## config.mk

```make
export PLATFORM = sky130hd
export DESIGN_NAME = modaddsub_serial
export DESIGN_NICKNAME = d
export VERILOG_FILES = /design/src/rtl/modaddsub_pkg.sv /design/src/rtl/limb_addsub_cell.sv /design/src/rtl/modaddsub_serial.sv
export SDC_FILE = /design/constraint.sdc
export NUM_CORES = 2
export LEC_CHECK = 0
export ABC_AREA = 1
export CAP_MARGIN = 0
export CORE_ASPECT_RATIO = 0.6
export CORE_MARGIN = 2
export CORE_UTILIZATION = 55
export CTS_BUF_LIST = sky130_fd_sc_hd__clkbuf_4 sky130_fd_sc_hd__clkbuf_8 sky130_fd_sc_hd__clkbuf_16
export DETAILED_ROUTE_END_ITERATION = 8
export PLACE_DENSITY = 0.78
export SLEW_MARGIN = 30
export SYNTH_ARGS = -nofsm -noshare
export SYNTH_HDL_FRONTEND = slang
export SYNTH_HIERARCHICAL = 1
export SYNTH_SLANG_ARGS = --single-unit
```

## constraint.sdc

```tcl
create_clock -name clk -period 13 [get_ports clk]
set_clock_uncertainty 0.2 [all_clocks]
set_input_delay 2.6 -clock clk [delete_from_list [all_inputs] [get_ports clk]]
set_output_delay 2.6 -clock clk [all_outputs]
set_load 0.05 [all_outputs]
```

## src/rtl/modaddsub_pkg.sv

```systemverilog
// ---------------------------------------------------------------------------
// modaddsub_pkg
// Shared definitions for the limb-serial modular adder/subtractor:
//   - op encoding (OP_ADD / OP_SUB)
//   - FSM state type
//   - idx_width(): limb-index register width, clog2(n) but never below 1
// ---------------------------------------------------------------------------
package modaddsub_pkg;

  localparam logic OP_ADD = 1'b0;
  localparam logic OP_SUB = 1'b1;

  typedef enum logic [1:0] {
    IDLE = 2'd0,
    RUN  = 2'd1,
    SEL  = 2'd2,
    DONE = 2'd3
  } state_t;

  // A single-limb build still needs a 1-bit index register.
  function automatic int idx_width(input int n);
    return (n > 1) ? $clog2(n) : 1;
  endfunction

endpackage

```

## src/rtl/limb_addsub_cell.sv

```systemverilog
// ---------------------------------------------------------------------------
// limb_addsub_cell
// Combinational per-limb slice of the modular add/sub. Produces the raw
// limb (a +/- b) and the corrected limb (raw -/+ p) in the same cycle; the
// correction chain consumes the raw limb just computed, so both chains
// advance together and no second pass over the limbs is needed.
//
// Ports:
//   a_i, b_i, p_i  in   LIMB_W  current limb of a, b and the modulus
//   op             in   1       OP_ADD / OP_SUB
//   c_raw, c_cor   in   1       carry/borrow into the raw / correction chain
//   raw_i, cor_i   out  LIMB_W  raw and corrected limb
//   c_raw_next     out  1       carry/borrow out of the raw chain
//   c_cor_next     out  1       carry/borrow out of the correction chain
// ---------------------------------------------------------------------------
module limb_addsub_cell
  import modaddsub_pkg::*;
#(
  parameter int LIMB_W = 64
) (
  input  logic [LIMB_W-1:0] a_i,
  input  logic [LIMB_W-1:0] b_i,
  input  logic [LIMB_W-1:0] p_i,
  input  logic              op,
  input  logic              c_raw,
  input  logic              c_cor,
  output logic [LIMB_W-1:0] raw_i,
  output logic [LIMB_W-1:0] cor_i,
  output logic              c_raw_next,
  output logic              c_cor_next
);

  // Every operation is exactly LIMB_W+1 bits wide. For subtraction the top
  // bit of the (LIMB_W+1)-bit two's-complement difference is the borrow.
  logic [LIMB_W:0] raw_ext;
  logic [LIMB_W:0] cor_ext;
  logic [LIMB_W:0] c_raw_ext;
  logic [LIMB_W:0] c_cor_ext;

  assign c_raw_ext = {{LIMB_W{1'b0}}, c_raw};
  assign c_cor_ext = {{LIMB_W{1'b0}}, c_cor};

  always_comb begin
    raw_ext = '0;
    cor_ext = '0;
    if (op == OP_ADD) begin
      raw_ext = {1'b0, a_i} + {1'b0, b_i} + c_raw_ext;
      cor_ext = {1'b0, raw_ext[LIMB_W-1:0]} - {1'b0, p_i} - c_cor_ext;
    end else begin
      raw_ext = {1'b0, a_i} - {1'b0, b_i} - c_raw_ext;
      cor_ext = {1'b0, raw_ext[LIMB_W-1:0]} + {1'b0, p_i} + c_cor_ext;
    end
  end

  assign raw_i      = raw_ext[LIMB_W-1:0];
  assign cor_i      = cor_ext[LIMB_W-1:0];
  assign c_raw_next = raw_ext[LIMB_W];
  assign c_cor_next = cor_ext[LIMB_W];

endmodule

```

## src/rtl/modaddsub_serial.sv

```systemverilog
// ---------------------------------------------------------------------------
// modaddsub_serial
// Limb-serial modular adder/subtractor: result = (a + b) mod p or
// (a - b) mod p, one LIMB_W-bit limb per cycle. R holds a +/- b and T holds
// the p-corrected value; the final carries of both chains pick one in SEL.
//
// Ports:
//   clk        in   1  rising-edge clock
//   rst_n      in   1  asynchronous active-low reset
//   in_valid   in   1  operands and op valid
//   in_ready   out  1  high only in IDLE
//   op         in   1  0 = add, 1 = subtract
//   a, b, p    in   W  operands (a, b < p) and odd modulus p > 2^(W-1)
//   out_valid  out  1  result valid (held in DONE)
//   out_ready  in   1  consumer accepts result
//   result     out  W  reduced result
//
// Timing: accept edge, NUM_LIMBS RUN edges, one SEL edge -> out_valid.
// ---------------------------------------------------------------------------
module modaddsub_serial
  import modaddsub_pkg::*;
#(
  parameter int LIMB_W    = 64,
  parameter int NUM_LIMBS = 4
) (
  input  logic                        clk,
  input  logic                        rst_n,
  input  logic                        in_valid,
  output logic                        in_ready,
  input  logic                        op,
  input  logic [LIMB_W*NUM_LIMBS-1:0] a,
  input  logic [LIMB_W*NUM_LIMBS-1:0] b,
  input  logic [LIMB_W*NUM_LIMBS-1:0] p,
  output logic                        out_valid,
  input  logic                        out_ready,
  output logic [LIMB_W*NUM_LIMBS-1:0] result
);

  localparam int W    = LIMB_W * NUM_LIMBS;
  localparam int IDXW = idx_width(NUM_LIMBS);
  localparam logic [IDXW-1:0] LAST_IDX = IDXW'(NUM_LIMBS - 1);

  state_t          state_reg;
  logic [W-1:0]    a_reg;
  logic [W-1:0]    b_reg;
  logic [W-1:0]    p_reg;
  logic [W-1:0]    r_reg;
  logic [W-1:0]    t_reg;
  logic [W-1:0]    result_reg;
  logic            op_reg;
  logic            c_raw_reg;
  logic            c_cor_reg;
  logic [IDXW-1:0] idx_reg;

  logic              accept;
  logic              take_t;
  logic [LIMB_W-1:0] raw_limb;
  logic [LIMB_W-1:0] cor_limb;
  logic              c_raw_next;
  logic              c_cor_next;

  assign accept = in_valid && (state_reg == IDLE);

  limb_addsub_cell #(
    .LIMB_W(LIMB_W)
  ) u_cell (
    .a_i       (a_reg[idx_reg*LIMB_W +: LIMB_W]),
    .b_i       (b_reg[idx_reg*LIMB_W +: LIMB_W]),
    .p_i       (p_reg[idx_reg*LIMB_W +: LIMB_W]),
    .op        (op_reg),
    .c_raw     (c_raw_reg),
    .c_cor     (c_cor_reg),
    .raw_i     (raw_limb),
    .cor_i     (cor_limb),
    .c_raw_next(c_raw_next),
    .c_cor_next(c_cor_next)
  );

  // add: T is right when a+b overflowed W bits or a+b >= p (no final borrow
  //      from subtracting p).
  // sub: T is right when a-b borrowed, i.e. a < b.
  assign take_t = (op_reg == OP_ADD) ? (c_raw_reg | ~c_cor_reg) : c_raw_reg;

  always_ff @(posedge clk or negedge rst_n) begin
    if (!rst_n) begin
      state_reg  <= IDLE;
      a_reg      <= '0;
      b_reg      <= '0;
      p_reg      <= '0;
      r_reg      <= '0;
      t_reg      <= '0;
      result_reg <= '0;
      op_reg     <= 1'b0;
      c_raw_reg  <= 1'b0;
      c_cor_reg  <= 1'b0;
      idx_reg    <= '0;
    end else begin
      case (state_reg)
        IDLE: begin
          if (accept) begin
            a_reg     <= a;
            b_reg     <= b;
            p_reg     <= p;
            op_reg    <= op;
            c_raw_reg <= 1'b0;
            c_cor_reg <= 1'b0;
            idx_reg   <= '0;
            state_reg <= RUN;
          end
        end
        RUN: begin
          r_reg[idx_reg*LIMB_W +: LIMB_W] <= raw_limb;
          t_reg[idx_reg*LIMB_W +: LIMB_W] <= cor_limb;
          c_raw_reg <= c_raw_next;
          c_cor_reg <= c_cor_next;
          idx_reg   <= idx_reg + IDXW'(1);
          if (idx_reg == LAST_IDX) begin
            state_reg <= SEL;
          end
        end
        SEL: begin
          result_reg <= take_t ? t_reg : r_reg;
          state_reg  <= DONE;
        end
        DONE: begin
          // result_reg is left untouched here so it stays stable while held.
          if (out_ready) begin
            state_reg <= IDLE;
          end
        end
        default: state_reg <= IDLE;
      endcase
    end
  end

  assign in_ready  = (state_reg == IDLE);
  assign out_valid = (state_reg == DONE);
  assign result    = result_reg;

endmodule

```

# Word level (Yosys, flattened, before mapping)
# Index checks and enable logic that the tools add are counted.
[word_totals]
word_cells = 57
inputBits = 773
ff_bits = 1543
[op_classes]
eq_ne = 7
mux = 15
n_reduce_logical = 6
bitwise_logic = 2
shift = 6
n_addsub = 10
[op_table]
columns = ["op", "count"]
rows = [
  ["$shiftx 256x9->64", 3],
  ["$bwmux 256", 2],
  ["$shiftx 64x34->256", 2],
  ["$mux 256", 1],
  ["$shift 64x34->256 const A", 1],
  ["$add 64x64->65", 2],
  ["$add 65x1->65", 2],
  ["$mux 65", 2],
  ["$sub 64x64->65", 2],
  ["$sub 65x1->65", 2],
  ["$neg 8->34", 1],
  ["$mux 2", 4],
  ["$pmux 2 s4", 1],
  ["$eq 2x2->1 const B", 3],
  ["$ne 2x1->1 const B", 2],
  ["$pmux 1 s2", 2],
  ["$pmux 2 s2", 1],
  ["$reduce_and 2->1", 2],
  ["$reduce_and 3->1", 1],
  ["$add 2x1->2 const B", 1],
  ["$eq 2x1->1 const B", 1],
  ["$logic_not 2->1", 1],
  ["$mux 1", 2],
  ["$ne 2x2->1 const B", 1],
  ["other kinds (4)", 4],
]

# Longest topological paths before layout
[depth]
ltp_word = 8
mapped_depth = 47
mapped_depth_nobuf = 42

# By module
# Netlist, hierarchy kept.
[modules_own_cells]
columns = ["module", "cells_each", "area_each_um2", "seq_area_each_um2", "n_inst"]
rows = [
  ["modaddsub_serial", 8487, 69899.5, 38612.0, 1],
  ["limb_addsub_cell", 5676, 27083.5, 0.0, 1],
]

# Worst setup path after synthesis
# OpenSTA, ideal clock, no wires.
[synth_timing]
path_type = "flip-flop to flip-flop"
startpoint = "register idx_reg[0]"
endpoint = "register t_reg[244]"
period_less_slack_ns = 5.599
setup_time_ns = 0.083
path_buffers = 5
required_time_ns = 12.717
stages_incl_launch_ff = 42
t_arrival_ns = 5.316
setup_slack_ns = 7.401
cell_sequence = "dfrtp_1 buf_6 buf_6 inv_2 buf_6 buf_6 buf_6 nor2_1 o22ai_1 fa_1 inv_1 ha_1 inv_1 nand2_1 inv_1 fa_1 nand2_1 nand2_1 [... 6 more ...] nand2_1 nand3_1 nand2_1 nand2_1 and2_1 ha_1 nand2_1 nor2_1 inv_1 nor4_1 nand3_1 nand3_1 nand3_1 nand2_1 inv_1 nor2_1 nand2_1 o22ai_1"
[synth_between]
elab_chain_cells = 8
[synth_rtl]
columns = ["item", "line_no", "rtl"]
rows = [
  ["start: declaration", "modaddsub_serial.sv:53", "logic [IDXW-1:0] idx_reg;"],
  ["start signal: assignment", "modaddsub_serial.sv:116", "idx_reg <= idx_reg + IDXW'(1);"],
  ["$shiftx 256x9->64 (on tied branches)", "modaddsub_serial.sv:67, modaddsub_serial.sv:68", ""],
  ["$add 64x64->65 / $sub 64x64->65 (equally long branches)", "limb_addsub_cell.sv:47, limb_addsub_cell.sv:50", ""],
  ["$add 65x1->65 / $sub 65x1->65 (equally long branches)", "limb_addsub_cell.sv:47, limb_addsub_cell.sv:50", ""],
  ["$sub 64x64->65 / $add 64x64->65 (equally long branches)", "limb_addsub_cell.sv:48, limb_addsub_cell.sv:51", ""],
  ["$sub 65x1->65 / $add 65x1->65 (equally long branches)", "limb_addsub_cell.sv:48, limb_addsub_cell.sv:51", ""],
  ["$mux 65 (*)", "limb_addsub_cell.sv:46", "if (op == OP_ADD) begin"],
  ["via cor_limb[52]", "modaddsub_serial.sv:58", "logic [LIMB_W-1:0] cor_limb;"],
  ["$shiftx 64x34->256 (*)", "modaddsub_serial.sv:113", "t_reg[idx_reg*LIMB_W +: LIMB_W] <= cor_limb;"],
  ["$bwmux 256 (*)", "modaddsub_serial.sv:113", ""],
  ["end signal: indexed assignment", "modaddsub_serial.sv:113", ""],
  ["end: declaration", "modaddsub_serial.sv:48", "logic [W-1:0] t_reg;"],
]
# The timed path passes the listed nets; every way through them passes the cells marked *.
# A chain may end at the register's enable or synchronous reset.

# Worst setup path after layout
[layout_timing]
startpoint = "register idx_reg[0]"
endpoint = "register t_reg[120]"
# The elaborated chain is that of the path after synthesis.

==> impl_metrics.csv <==
group,metric,value,unit
worst_setup_path,required,13.52,ns
timing,fin_crit,9.50,ns
floorplanning,fp-row-count,119,
worst_setup_path,crit_buf_inv,5,
cts,clkTransAtPathRegs,0.07,ns
logic_synthesis,synth-edff-count,0,
detailed_routing,wl,417000,um
final_layout,drive_gt1_share,4.34,%
timing,fin_crit_sh,73.1,%
timing,setup_tns,0,ns
placed_design,gp_congestion,1.18,
worst_setup_path,crit_path_end_kind,"register",
hold_path,worstHoldPathType,"reg -> reg",
logic_synthesis,synth_top_area_cell,"dfrtp_1",
timing,holdWs,0.267,ns
logic_synthesis,ys_seq_area_share,39.8,%
cts,cts_resized,0,
worst_setup_path,path_class,"reg -> reg",
grt,grt_use_total,45.1,%
logic_synthesis,synth_area_leaders,"dfrtp_1 40%, nand2_1 19%, nand3_1 8.2%",
detailed_routing,drtIter0Drc,16015,
logic_synthesis,yosysUniqueCellTypes,45,
timing,grt_setup_unrepaired,"false",
cts,numCtsBuffers,151,
worst_setup_path,worstPathArrival,10.02,ns
logic_synthesis,syn_area,97000,um^2
cts,cts_hold_buf,0,
grt,grt_first_pass_wirelength,607000,um
logic_synthesis,synthFlopType,"dfrtp_1",
timing,relSlewSlack,20.1,%
logic_synthesis,async_reset_ff_share,100,%
logic_synthesis,netlist.area_leader.share,39.8,%
job,drv_cap,0,
worst_setup_path,cp_top_family,"simple AND/OR/NAND/NOR gates",
outcome,violations,"design-rule violations",
worst_setup_path,timing.rr.start,"idx_reg[0]",
detailed_routing,ant_nets,0,
floorplanning,fp.dieH,329,um
final_layout,final_common_cell,"nand2_1",
logic_synthesis,syn_inst,14163,
outcome,status,"finished, violations left",
cts,root_buffer,"clkbuf_16",
final_layout,mostFrequentLayoutCells,"4954 x nand2_1, 2071 x inv_1, 1595 x nand3_1",
floorplanning,fp.coreArea,175000,um^2
detailed_routing,vias_per_cell,5.84,
worst_setup_path,cpMostUsedCell,"nand2_1",
floorplanning,die_area,180000,um^2
placed_design,io_buffers,1030,
worst_setup_path,cp_slowest_stage_delay,1.04,ns
logic_synthesis,syn_area_per_cell,6.85,um^2
final_layout,final_cell_count_no_fill,17218,
floorplanning,io-pin-count,1031,
worst_setup_path,worstPathMaxFanout,159,
logic_synthesis,syn-num-nets,15330,
final_layout,area_growth,17.0,%
detailed_routing,drc,9,
grt,overflow,0,
cts,clk_latency,0.83,ns
detailed_routing,vias,100557,
final_layout,fin_nets,15896,
floorplanning,initial_core_util,55.3,%
cts,cts_buffer_depth,4,
detailed_routing,wire_per_inst,24.2,um
placed_design,hpwlAfterDp,315000,um
cts,htreeDepth,4,
final_layout,fin_util,64.7,%
placed_design,dp.cells,16927,
timing,hold_viol,0,
timing,slew_violations,0,
cts,cts_tree,"built",
logic_synthesis,yosys_warnings,6,
cts,cts.sinks,1543,
hold_path,hold_start,"b_reg[132]",
timing,clock.fmax,105,MHz
worst_setup_path,setup.worst_path.start_class,"register",
timing,tightest_slew,1.20,ns
worst_setup_path,critPathSlowestCell,"dfrtp_4",
timing,setup_viol,0,
logic_synthesis,ys_ff_latch,1543,
detailed_routing,first_pass_iters,9,
grt,grt_max_degree,195,
cts,postCtsSetupRepairBufs,0,
final_layout,nFillCells,15277,
worst_setup_path,crit_start,"idx_reg[0]",
grt,antenna_found_initial,39,
grt,grt_pass1_vias,91448,
floorplanning,fp.dieW,546,um
[metrics by stage]
stage / setup slack [ns] / area, um^2
floorplan: 7.40 / 97000
global placement: 4.15 / 108000
detailed placement: 4.30 / 108000
CTS: 4.22 / 113000
global route: 3.46 / 113000
finish: 3.50 / 113000
[path summary, 6_finish.rpt]
kind	to	slack (ns)	cells after the start
setup / recovery	t_reg[120]	3.50	30
hold / removal	b_reg[132]	0.27	2
setup reg to reg	t_reg[120]	3.50	30
hold reg to reg	b_reg[132]	0.27	2
max in group asynchronous	result[178]	8.35	5
min in group asynchronous	b_reg[142]	1.46	1
[area by class of cell]
| cell class | instances | area [um^2] | share of cell area (%) |
|---|---|---|---|
| diodes | 27 | 67.6 | 0.0596 |
| repair buffers | 1134 | 11500 | 10.2 |
| flip-flops and latches | 1543 | 38600 | 34.0 |
| clock buffers | 208 | 4420 | 3.90 |
| well taps | 2359 | 2950 | 2.60 |
| clock inverters | 48 | 651 | 0.574 |
| multi-input cells | 9789 | 47200 | 41.6 |
| inverters | 2110 | 7970 | 7.02 |
[Yosys cell counts (38+ instances only)]
master / n
o21ai_0: 511
ha_1: 386
buf_1: 78
and2_1: 50
inv_1: 2076
dfrtp_1: 1543
o22ai_2: 100
nor2_2: 49
xor2_1: 71
a21oi_1: 247
nor3_1: 57
nand3_1: 1596
nand3b_1: 38
o22ai_1: 604
o21ai_1: 46
nor2_1: 916
nand2_1: 4958
clkbuf_1: 352
buf_2: 234
[worst reg2reg max path, delay by kind of cell (launching register included)]
| kind | cells | cell delay, ns |
|---|---|---|
| buffers and inverters | 5 | 1.72 |
| and+or+nand+nor | 15 | 2.91 |
| adders and majority gates | 3 | 1.38 |
| AOI/OAI and AO/OA | 7 | 2.19 |
| DFF | 1 | 1.04 |
[kinds of logic after synthesis]
family          Yosys count  share of synthesized area [%]
flops                  1543                           39.8
buf+inv                2831                           11.6
compound gates         1542                           9.60
xor+xnor                 81                          0.770
simple gates           7772                           33.0
fa+ha+maj               394                           5.15
[routing by layer]
metal	wire [um]	track usage, %
met1	179000	66.8
met2	160000	60.0
met3	60900	16.7
met5	210	0.154
met4	16500	15.2
Power is not shown: default switching activity piles up to over one toggle a cycle in this logic, so the estimate is an artifact.
